--- src/rtl/acc_const_table_pkg.sv ---
// Shared constants for the accumulator constant table: default count, sequencer states
// and the default constant map also used by the assembler.
package acc_const_pkg;

    localparam int NUM_DEFAULTS = 8;

    typedef enum logic {
        INIT = 1'b0,
        IDLE = 1'b1
    } const_state_t;

    function automatic logic [7:0] default_const(input logic [7:0] key);
        logic [7:0] val_s;
        case (key)
            8'd0:    val_s = 8'hFF;
            8'd1:    val_s = 8'h3F;
            8'd2:    val_s = 8'h00;
            8'd3:    val_s = 8'h01;
            8'd4:    val_s = 8'h40;
            8'd5:    val_s = 8'h41;
            8'd6:    val_s = 8'h42;
            8'd7:    val_s = 8'h80;
            default: val_s = 8'h00;
        endcase
        return val_s;
    endfunction

endpackage

--- src/rtl/acc_const_table_if.sv ---
// Read/write/control bundle of the accumulator constant table.
interface acc_const_table_if #(
    parameter int DATA_W = 8,
    parameter int ADDR_W = 5
);
    logic              rd_en;
    logic [ADDR_W-1:0] rd_key;
    logic [DATA_W-1:0] rd_value;
    logic              rd_valid;
    logic              wr_en;
    logic [ADDR_W-1:0] wr_key;
    logic [DATA_W-1:0] wr_value;
    logic              restore;
    logic              busy;
    logic              wr_err;

    modport master (
        output rd_en, rd_key, wr_en, wr_key, wr_value, restore,
        input  rd_value, rd_valid, busy, wr_err
    );

    modport slave (
        input  rd_en, rd_key, wr_en, wr_key, wr_value, restore,
        output rd_value, rd_valid, busy, wr_err
    );
endinterface

--- src/rtl/acc_const_table_init_seq.sv ---
// Init sequencer: walks every table entry once, writing its default, after reset or restore.
module const_init_seq
    import acc_const_pkg::*;
#(
    parameter int DATA_W = 8,
    parameter int ADDR_W = 5,
    parameter int DEPTH  = 32
) (
    input  logic              clk,
    input  logic              reset,
    input  logic              restore,
    output logic              busy,
    output logic              init_we,
    output logic [ADDR_W-1:0] init_addr,
    output logic [DATA_W-1:0] init_data
);
    // idx carries one spare bit so DEPTH == 2**ADDR_W finishes without wrapping
    localparam logic [ADDR_W:0] IDX_LAST = (ADDR_W + 1)'(DEPTH - 1);
    localparam logic [ADDR_W:0] IDX_ONE  = (ADDR_W + 1)'(1);

    const_state_t      state_r;
    const_state_t      state_next_s;
    logic [ADDR_W:0]   idx_r;
    logic [ADDR_W:0]   idx_next_s;
    logic              busy_r;

    // Next-state and index update
    always_comb begin
        state_next_s = state_r;
        idx_next_s   = idx_r;
        case (state_r)
            INIT: begin
                if (idx_r == IDX_LAST) begin
                    state_next_s = IDLE;
                    idx_next_s   = '0;
                end else begin
                    idx_next_s   = idx_r + IDX_ONE;
                end
            end
            IDLE: begin
                if (restore) begin
                    state_next_s = INIT;
                    idx_next_s   = '0;
                end else begin
                    state_next_s = IDLE;
                end
            end
            default: begin
                state_next_s = INIT;
                idx_next_s   = '0;
            end
        endcase
    end

    // State, index and registered busy flag
    always_ff @(posedge clk) begin
        if (reset) begin
            state_r <= INIT;
            idx_r   <= '0;
            busy_r  <= 1'b1;
        end else begin
            state_r <= state_next_s;
            idx_r   <= idx_next_s;
            busy_r  <= (state_next_s == INIT);
        end
    end

    assign busy      = busy_r;
    assign init_we   = (state_r == INIT) && !reset;
    assign init_addr = idx_r[ADDR_W-1:0];
    assign init_data = DATA_W'(default_const(8'(idx_r[ADDR_W-1:0])));

endmodule

--- src/rtl/acc_const_table.sv ---
// Writable constant table for the accumulator datapath: storage, init/runtime write mux,
// write-to-read forwarding and the registered read port.
module acc_const_table
    import acc_const_pkg::*;
#(
    parameter int DATA_W        = 8,
    parameter int ADDR_W        = 5,
    parameter int DEPTH         = 32,
    parameter int LOCK_DEFAULTS = 1
) (
    input logic              clk,
    input logic              reset,
    acc_const_table_if.slave bus
);
    localparam logic [ADDR_W:0] DEPTH_L   = (ADDR_W + 1)'(DEPTH);
    localparam logic [ADDR_W:0] NUM_DEF_L = (ADDR_W + 1)'(NUM_DEFAULTS);

    logic [DATA_W-1:0] mem_r [DEPTH];

    logic              busy_s;
    logic              init_we_s;
    logic [ADDR_W-1:0] init_addr_s;
    logic [DATA_W-1:0] init_data_s;
    logic              wr_in_range_s;
    logic              wr_locked_s;
    logic              wr_accept_s;
    logic              wr_reject_s;
    logic              rd_in_range_s;
    logic [DATA_W-1:0] rd_data_s;
    logic              mem_we_s;
    logic [ADDR_W-1:0] mem_addr_s;
    logic [DATA_W-1:0] mem_data_s;
    logic [DATA_W-1:0] rd_value_r;
    logic              rd_valid_r;
    logic              wr_err_r;

    const_init_seq #(
        .DATA_W (DATA_W),
        .ADDR_W (ADDR_W),
        .DEPTH  (DEPTH)
    ) u_init_seq (
        .clk       (clk),
        .reset     (reset),
        .restore   (bus.restore),
        .busy      (busy_s),
        .init_we   (init_we_s),
        .init_addr (init_addr_s),
        .init_data (init_data_s)
    );

    // Runtime write qualification and read data selection with forwarding
    always_comb begin
        wr_in_range_s = ({1'b0, bus.wr_key} < DEPTH_L);
        wr_locked_s   = (LOCK_DEFAULTS != 0) && ({1'b0, bus.wr_key} < NUM_DEF_L);
        wr_accept_s   = bus.wr_en && !reset && !busy_s && !bus.restore
                        && wr_in_range_s && !wr_locked_s;
        wr_reject_s   = bus.wr_en && !wr_accept_s;
        rd_in_range_s = ({1'b0, bus.rd_key} < DEPTH_L);
        rd_data_s     = '0;
        if (!rd_in_range_s) begin
            rd_data_s = '0;
        end else if (wr_accept_s && (bus.wr_key == bus.rd_key)) begin
            rd_data_s = bus.wr_value;
        end else begin
            rd_data_s = mem_r[bus.rd_key];
        end
    end

    // Storage write port: sequencer has priority, runtime writes only when idle
    always_comb begin
        mem_we_s   = 1'b0;
        mem_addr_s = '0;
        mem_data_s = '0;
        if (init_we_s) begin
            mem_we_s   = 1'b1;
            mem_addr_s = init_addr_s;
            mem_data_s = init_data_s;
        end else if (wr_accept_s) begin
            mem_we_s   = 1'b1;
            mem_addr_s = bus.wr_key;
            mem_data_s = bus.wr_value;
        end else begin
            mem_we_s   = 1'b0;
        end
    end

    // Table storage; not cleared by reset because INIT rewrites every entry
    always_ff @(posedge clk) begin
        if (mem_we_s) begin
            mem_r[mem_addr_s] <= mem_data_s;
        end
    end

    // Registered read port and write-error pulse
    always_ff @(posedge clk) begin
        if (reset) begin
            rd_value_r <= '0;
            rd_valid_r <= 1'b0;
            wr_err_r   <= 1'b0;
        end else begin
            wr_err_r <= wr_reject_s;
            if (!busy_s && bus.rd_en) begin
                rd_value_r <= rd_data_s;
                rd_valid_r <= 1'b1;
            end else begin
                rd_value_r <= '0;
                rd_valid_r <= 1'b0;
            end
        end
    end

    assign bus.rd_value = rd_value_r;
    assign bus.rd_valid = rd_valid_r;
    assign bus.wr_err   = wr_err_r;
    assign bus.busy     = busy_s;

endmodule
--- src/flat_wrapper.sv ---
// flat-port wrapper written by rule: the top's interface ports become plain ports
module acc_const_table_flat import acc_const_pkg::*;
#(
    parameter int DATA_W        = 8,
    parameter int ADDR_W        = 5,
    parameter int DEPTH         = 32,
    parameter int LOCK_DEFAULTS = 1
)
  (clk, reset, bus_rd_en, bus_rd_key, bus_wr_en, bus_wr_key, bus_wr_value, bus_restore, bus_rd_value, bus_rd_valid, bus_busy, bus_wr_err);
  acc_const_table_if #(.DATA_W(DATA_W), .ADDR_W(ADDR_W)) bus_i ();
  input logic clk;
  input logic reset;
  input wire logic [$bits(bus_i.rd_en)-1:0] bus_rd_en;
  input wire logic [$bits(bus_i.rd_key)-1:0] bus_rd_key;
  input wire logic [$bits(bus_i.wr_en)-1:0] bus_wr_en;
  input wire logic [$bits(bus_i.wr_key)-1:0] bus_wr_key;
  input wire logic [$bits(bus_i.wr_value)-1:0] bus_wr_value;
  input wire logic [$bits(bus_i.restore)-1:0] bus_restore;
  output wire logic [$bits(bus_i.rd_value)-1:0] bus_rd_value;
  output wire logic [$bits(bus_i.rd_valid)-1:0] bus_rd_valid;
  output wire logic [$bits(bus_i.busy)-1:0] bus_busy;
  output wire logic [$bits(bus_i.wr_err)-1:0] bus_wr_err;
  assign bus_i.rd_en = bus_rd_en;
  assign bus_i.rd_key = bus_rd_key;
  assign bus_i.wr_en = bus_wr_en;
  assign bus_i.wr_key = bus_wr_key;
  assign bus_i.wr_value = bus_wr_value;
  assign bus_i.restore = bus_restore;
  assign bus_rd_value = bus_i.rd_value;
  assign bus_rd_valid = bus_i.rd_valid;
  assign bus_busy = bus_i.busy;
  assign bus_wr_err = bus_i.wr_err;
  acc_const_table #(.DATA_W(DATA_W), .ADDR_W(ADDR_W), .DEPTH(DEPTH), .LOCK_DEFAULTS(LOCK_DEFAULTS)) u_core (.clk(clk), .reset(reset), .bus(bus_i));
endmodule
--- config.mk ---
export PLATFORM = sky130hd
export DESIGN_NAME = acc_const_table_flat
export DESIGN_NICKNAME = d
export VERILOG_FILES = /design/src/rtl/acc_const_table_pkg.sv /design/src/rtl/acc_const_table_if.sv /design/src/rtl/acc_const_table_init_seq.sv /design/src/rtl/acc_const_table.sv /design/src/flat_wrapper.sv
export SDC_FILE = /design/constraint.sdc
export NUM_CORES = 1
export LEC_CHECK = 0
export BUFFER_PORTS_ARGS = -buffer_cell sky130_fd_sc_hd__buf_4
export CORE_MARGIN = 5
export CORE_UTILIZATION = 50
export CTS_CLUSTER_SIZE = 28
export DETAILED_ROUTE_END_ITERATION = 12
export MAX_ROUTING_LAYER = met4
export PLACE_DENSITY = 0.69
export SLEW_MARGIN = 10
export SYNTH_ARGS = -nofsm -noshare
export SYNTH_HDL_FRONTEND = slang
export SYNTH_SLANG_ARGS = --single-unit
--- constraint.sdc ---
create_clock -name clk -period 2 [get_ports clk]
set_input_delay 0.3 -clock clk [delete_from_list [all_inputs] [get_ports clk]]
set_output_delay 0.3 -clock clk [all_outputs]
set_load 0.1 [all_outputs]
==> key figures, run 1 <==
Logic synthesis
  – Ys async rst share: 0%
  – Synth top cells by count: edfxtp_1 (256), mux4_2 (69), nor2_1 (42), dfxtp_1 (23)
  – Register bit total from synthesis: 279
  – Synth top area cells: edfxtp_1 (69%), mux4_2 (14%), dfxtp_1 (4.1%)
  – Share of the synthesized area in the top cell type: 69.1%
  – Synth Flop Type: edfxtp_1
  – Synth warn: 0
  – Largest area contributor in the netlist: edfxtp_1
  – Mapped Cells: 574
  – Number of synthesized flops with an enable pin: 256
  – Mean Syn Cell Area: 19.4 sq um
  – Seq/Total Area, Yosys: 73.3%
  – Syn Std Cell Area: 0.0111 sq mm
  – Most numerous cell in the Yosys netlist: edfxtp_1
  – Syn nets: 598
  – Synth unique cells: 51

Route
  – Total Wirelength: 26.1 mm
  – Drt via density: 6.05
  – WL per Instance: 25.7 um
  – Vias: roughly 6100
  – Number of remaining DRC errors: 0
  – DR iter-0 viols: between 400 and 500
  – Drt first pass iters: 5
  – Post-route ant nets: 0

Pwr
  – Comb pwr share: 7.8%
  – Clk pwr share: 42.2%
  – Seq pwr share: about half
  – Static Leak: 0.00476 uW
  – Peak supply drop: 0.692 mV
  – Psw: 2750 uW
  – Switching Share: a little over a fifth
  – Int Power: 10300 uW
  – Pwr Density: 921 mW/mm^2
  – Tot Pwr: approximately 13000 uW

Timing
  – Slew margin rel.: 56.1%
  – Period minus WS final: 1.97 ns
  – Unrepaired setup endpoints after global routing: true
  – Slew Limit Fails: 0
  – Clk_skew: 0.0115 ns
  – Final hold violations: 0
  – Worst Tran Pin Value: 0.658 ns
  – # setup viols final: 0
  – FMAX: just over 0.5 GHz
  – Part of the cycle the worst path needs: 98.4%

Finish
  – Multi-input logic area: ~0.0031 sq mm
  – Share of cells above drive strength 1: 42.4%
  – Nets: approximately 740
  – Antenna diode count: 0
  – Fill cells: 1486
  – Area growth syn-to-layout: 27.7%
  – Reg area: 0.00815 sq mm
  – Final cell count without fillers: 1013

Global routing
  – Total grt overflow: 0
  – Largest net degree at the start of global routing: 33
  – First-pass GRT wire length: 40.1 mm
  – Initial antenna violation count: 0
  – Number of global-route vias before repair: 6354
  – Total GRT Usage: 21.3%

Floorplan
  – Core Footprint: 0.0219 sq mm
  – Die Ht: about 160 um
  – Die X-Extent: 159 um
  – Number of cell rows: 54
  – DIE AREA: 0.0253 sq mm
  – Starting Density: 50.8%
  – Io pins: 34

Placement
  – GP Congestion: approximately 0.86
  – DP HPWL: around 18 mm
  – Port-buffer cells: 33
  – Dpl cells: 948

Clock network
  – Sink Count: 279
  – Worst-Skew Late Latency: around 0.53 ns
  – Worst-path clk slew: ~0.070 ns
  – Cell chosen for the clock root: clkbuf_16
  – Longest Clk Path Bufs: 3
  – CTS Buf Count: 28
  – H-tree depth: 1
  – CTS tree: yes

Setup path
  – Startpoint types: flip-flop
  – Critical Path RT: 2.25 ns
  – Reg-to-reg slack, setup: about 0.031 ns
  – Crit-path max FO: 11
  – Critical path arrival: 2.22 ns
  – Critical Path End Type: flip-flop
  – Critical path class: flip-flop to flip-flop

Run
  – Max-Cap Viols: 0

Run status
  – Run status: finished, final reports clean

Min path
  – Worst Hold Class: input pin to flip-flop
through the flow:
stage	TNS, ns	setup WS (ns)	util [%]	area, sq um	hold slack, ns
2_1_floorplan	-16.30	-0.119	-	11300	0.413
3_3_place_gp	-94.05	-0.299	58.9	12900	0.517
3_5_place_dp	-107.32	-0.312	58.9	12900	0.528
4_1_cts	0	0.00882	64.5	14100	0.0266
5_1_grt	-1.01	-0.0370	64.9	14200	0.0347
6_report	0	0.0311	64.9	14200	0.0447
timing repair:
| action | 4_1_cts | 5_1_grt |
|---|---|---|
| hold endpoints to repair | 8 | 0 |
| pin swaps | 7 | 5 |
| resized for setup | 11 | 19 |
| buffers inserted | 5 | 0 |
| hold buffers | 8 | 0 |
| setup endpoints to repair | 492 | 382 |
routing by layer:
| metal | up-vias | global-route usage, % | wire, um |
|---|---|---|---|
| met5 | - | - | 0 |
| met3 | 47 | 2.87 | 1540 |
| met2 | 260 | 34.1 | 13100 |
| li1 | 2645 | - | - |
| met1 | 3177 | 29.5 | 10700 |
| met4 | 0 | 5.00 | 648 |
area by class of cell:
| class | count | share of cell area (%) |
|---|---|---|
| Inverter | 9 | 0.238 |
| Multi-Input combinational cell | 260 | 21.8 |
| Timing Repair Buffer | 133 | 11.1 |
| Tap cell | 280 | 2.47 |
| Sequential cell | 279 | 57.4 |
| Clock inverter | 19 | 1.69 |
| Clock buffer | 33 | 5.29 |
registers in the layout (all words and copies together), names as in the netlist, named ones only:
register / count
u_core.mem_r: 256
u_core.bus.rd_value: 8
u_core.u_init_seq.idx_r: 6
u_core.bus.rd_valid: 1
u_core.bus.wr_err: 1
u_core.u_init_seq.busy: 1
u_core.u_init_seq.state_r: 1
path summary, 6_finish.rpt:
check,end,from,depth (start not counted)
min reg2reg,u_core.u_init_seq.idx_r[5],u_core.u_init_seq.idx_r[5],2
max reg2reg,u_core.mem_r[29][1],u_core.u_init_seq.state_r,8
min,u_core.bus.wr_err,bus_wr_en,2
max,u_core.mem_r[29][1],u_core.u_init_seq.state_r,8
critical path, stage by stage (launching register included):
cell and delay, ns:
dfxtp_1 0.31, buf_4 0.18, nor2_2 0.20, buf_4 0.18
and3_1 0.20, a21o_1 0.14, nand2_1 0.16, nor2_2 0.16
buf_12 0.14
power groups by stage:
stage | logic (uW) | registers, uW | clock network, uW
3_5_place_dp | 994 | 6660 | 0
2_1_floorplan | 489 | 6660 | 0
6_report | 1020 | 6540 | 5510
5_1_grt | 1080 | 6540 | 5900
3_3_place_gp | 968 | 6660 | 0
4_1_cts | 1020 | 6540 | 5600
cells in the final DEF, fill, tap and decap left out, types with 5 or more instances in the layout:
master / netlist / final
mux4_2: 69 / 69
clkinv_2: 0 / 7
dfxtp_1: 23 / 20
buf_4: 0 / 78
nand2_1: 18 / 11
nor2b_1: 12 / 12
dlygate4sd3_1: 0 / 8
buf_12: 1 / 43
nor2_4: 0 / 15
nor2_1: 42 / 12
a21o_1: 9 / 5
a21oi_1: 14 / 13
nor2_2: 0 / 15
clkbuf_16: 0 / 29
nor3_1: 7 / 5
edfxtp_1: 256 / 256
inv_1: 7 / 7
bufinv_16: 0 / 5
xnor2_1: 5 / 5
a22oi_1: 18 / 18
a211o_1: 8 / 8
nand2_2: 0 / 7
cell families (layout without fill, tap and decap cells):
kind of cell | after synthesis | in the layout | share of synthesized area (%)
xor+xnor | 5 | 5 | 0.394
mux | 74 | 74 | 14.9
fa+ha+maj | 2 | 2 | 0.203
flops | 279 | 279 | 73.3
compound gates | 79 | 79 | 5.30
buf+inv | 35 | 194 | 1.55
simple gates | 100 | 100 | 4.39
Note: power is estimated with default switching activity, not from simulation.
==> run 2, diff against run 1 <==
- CTS_CLUSTER_SIZE: 28 -> 25
- PLACE_DENSITY: 0.69 -> 0.66
==> run 2 against run 1 <==
Against the previous run:
- worst setup slack got worse by 0.026 ns
- critical path depth is 2 lower
- final cell count rose by 0.69%
- hold slack worse by 0.014 ns
- via count decreased by 1.4%
- utilization up 0.85 points
- maximum frequency shrank 1.3%
- sequential power hardly changed
- combinational power about the same
- sequential share of layout area decreased by 0.74 points
- critical endpoint is now u_core.mem_r[28][4]
- wire length fell by 0.27%
==> key figures, run 2 (synthesized netlist as in run 1, its figures left out) <==
Global routing
  – Largest net degree at the start of global routing: 27 (was 33)
  – Number of global-route vias before repair: 6290 (was 6354)
  – First-pass GRT wire length: 39.3 mm (was 40.1 mm)
  – Total GRT Usage: 20.7% (was 21.3%)
  – Total grt overflow: 0 (unchanged)
  – Initial antenna violation count: 0 (unchanged)

Timing
  – Clk_skew: 0.0158 ns (was 0.0115 ns)
  – Part of the cycle the worst path needs: 99.8% (was 98.4%)
  – Period minus WS final: 2.00 ns (was 1.97 ns)
  – Final hold violations: 0 (unchanged)
  – Slew Limit Fails: 0 (unchanged)
  – Unrepaired setup endpoints after global routing: true (unchanged)
  – FMAX: 0.501 GHz (was 0.508 GHz)
  – Slew margin rel.: 57.8% (was 56.1%)
  – Worst Tran Pin Value: 0.633 ns (was 0.658 ns)
  – # setup viols final: 0 (unchanged)

Setup path
  – Count of buffer and inverter cells on the critical path: 1 (was 3)
  – Worst-path cell chain: nor4b_4, buf_4, and3_4, a21o_1, nand2_2, nor2_4 (was buf_4, nor2_2, buf_4, and3_1, a21o_1, nand2_1, nor2_2, buf_12)
  – Critical path class: flip-flop to flip-flop (unchanged)
  – Crit-path leading delay family: simple AND/OR/NAND/NOR gates (unchanged)
  – Critical path arrival: 2.19 ns (was 2.22 ns)
  – CP max stage delay: 0.35 ns (was 0.31 ns)
  – Slowest-stage cell, CP: dfxtp_4 (was dfxtp_1)
  – Critical Path End Type: flip-flop (unchanged)
  – Startpoint types: flip-flop (unchanged)
  – Crit-path max FO: 8 (was 11)
  – Reg-to-reg startpoint: u_core.u_init_seq.busy (was u_core.u_init_seq.state_r)
  – Critical Path RT: 2.19 ns (was 2.25 ns)
  – CP Launch Point: u_core.u_init_seq.busy (was u_core.u_init_seq.state_r)

Floorplan
  – Core Footprint: 0.0219 sq mm (unchanged)
  – DIE AREA: 0.0253 sq mm (unchanged)
  – Io pins: 34 (unchanged)
  – Number of cell rows: 54 (unchanged)
  – Die X-Extent: 159 um (unchanged)
  – Die Ht: 159 um (unchanged)
  – Starting Density: 50.8% (unchanged)

Finish
  – Antenna diode count: 0 (unchanged)
  – Area growth syn-to-layout: 29.4% (was 27.7%)
  – Share of cells above drive strength 1: 44.5% (was 42.4%)
  – Max reg flops: 256 (unchanged)
  – Fill cells: 1461 (was 1486)
  – Reg with most FFs: u_core.mem_r (unchanged)
  – Most frequent cells in the layout: edfxtp_1 (256), buf_4 (79), mux4_2 (69) (was edfxtp_1 (256), buf_4 (78), mux4_2 (69))
  – Commonest non-fill, non-tap cell in the layout: edfxtp_1 (unchanged)
  – Nets: 742 (was 735)
  – Design area: 0.0144 sq mm (was 0.0142 sq mm)

Route
  – Number of remaining DRC errors: 0 (unchanged)
  – Vias: 6041 (was 6129)
  – Drt via density: 5.92 (was 6.05)
  – Total Wirelength: 26.0 mm (was 26.1 mm)
  – DR iter-0 viols: 595 (was 493)
  – Drt first pass iters: 6 (was 5)
  – Post-route ant nets: 0 (unchanged)
  – WL per Instance: 25.5 um (was 25.7 um)

Pwr
  – Seq pwr share: 51.1% (was 50.0%)
  – Switching Share: 20.6% (was 21.0%)
  – Tot Pwr: 12800 uW (was 13100 uW)
  – Pwr Density: 890 mW/mm^2 (was 921 mW/mm^2)
  – Static Leak: 0.00483 uW (was 0.00476 uW)
  – Clk pwr share: 40.9% (was 42.2%)
  – Int Power: 10200 uW (was 10300 uW)
  – Peak supply drop: 0.784 mV (was 0.692 mV)
  – Psw: 2640 uW (was 2750 uW)
  – Comb pwr share: 8.0% (was 7.8%)

Clock network
  – H-tree depth: 1 (unchanged)
  – Longest Clk Path Bufs: 3 (unchanged)
  – CTS tree: yes (unchanged)
  – Sink Count: 279 (unchanged)
  – Worst-Skew Late Latency: 0.53 ns (about the same)
  – Worst-path clk slew: 0.06 ns (was 0.07 ns)
  – Cell chosen for the clock root: clkbuf_16 (unchanged)
  – CTS Buf Count: 28 (unchanged)

Min path
  – HP Start: bus_wr_value[7] (was bus_wr_en)
  – Worst Hold Class: input pin to flip-flop (unchanged)

Placement
  – Area of placed instances: 0.0130 sq mm (was 0.0129 sq mm)
  – GP Congestion: 0.856 (was 0.860)
  – DP HPWL: 17.6 mm (was 18.0 mm)
  – Port-buffer cells: 33 (unchanged)

Run
  – Max-Cap Viols: 0 (unchanged)

Run status
  – Run status: finished, final reports clean (unchanged)
[run 2: changes by cell type in the layout (fill, tap and decap cells not counted), moves of 4 or more]
cell      before  now
a21oi_1       13    5
a21oi_2        1    8
nor2_4        15   22
clkbuf_1       3    9
nor2_2        15    9
buf_12        43   47
buf_6          4    8
nand2_4        0    4
[run 2: final timing paths]
path | end | slack [ns] | cells past startpoint
max | u_core.mem_r[28][4] | 0.005 | 6
min | u_core.bus.rd_value[7] | 0.03 | 2
max reg2reg | u_core.mem_r[28][4] | 0.005 | 6
min reg2reg | u_core.u_init_seq.idx_r[5] | 0.56 | 2
[run 2: area by class of cell]
| type | instances | area (sq um) | share of cell area (%) |
|---|---|---|---|
| Clock buffer | 41 | 801 | 5.57 |
| Sequential cell | 279 | 8150 | 56.7 |
| Timing Repair Buffer | 140 | 1680 | 11.7 |
| Clock inverter | 11 | 143 | 0.992 |
| Tap cell | 280 | 350 | 2.44 |
| Inverter | 9 | 33.8 | 0.235 |
| Multi-Input combinational cell | 260 | 3220 | 22.4 |
[run 2: routing by layer]
layer	GRT usage [%]	share of wire (%)	vias up
met5	-	0	-
met1	28.1	41	3143
li1	-	-	2660
met2	34.7	52	204
met4	3.30	1.3	0
met3	2.87	5.3	34
[run 2: worst reg2reg max path: stages (launching register included)]
cell and delay (ns):
dfxtp_4 0.35, nor4b_4 0.34, buf_4 0.18, and3_4 0.20, a21o_1 0.16, nand2_2 0.11, nor2_4 0.30
[run 2: power by group through the flow]
stage	clock network [uW]	registers (uW)	logic (uW)
6_report	5230	6540	1030
5_1_grt	5610	6540	1090
4_1_cts	5330	6540	1000
3_5_place_dp	0	6660	988
3_3_place_gp	0	6660	964
2_1_floorplan	0	6660	489
[run 2: timing repair]
item,in CTS,in global routing
buffers inserted,2,3
hold endpoints to repair,6,0
pin swaps,10,22
hold buffers,6,0
setup endpoints to repair,253,293
gates resized for setup,11,53
[run 2: metrics by stage]
step           utilization [%]  hold slack, ns  TNS [ns]  std cells  setup WS, ns
2_1_floorplan                -           0.413    -16.30        574        -0.119
3_3_place_gp              59.5           0.519    -25.95        957        -0.214
3_5_place_dp              59.5           0.531    -34.95        957        -0.249
4_1_cts                   64.5         0.00768         0       1017        0.0138
5_1_grt                   65.7          0.0212     -5.86       1020       -0.0893
6_report                  65.7          0.0310         0       1020       0.00479
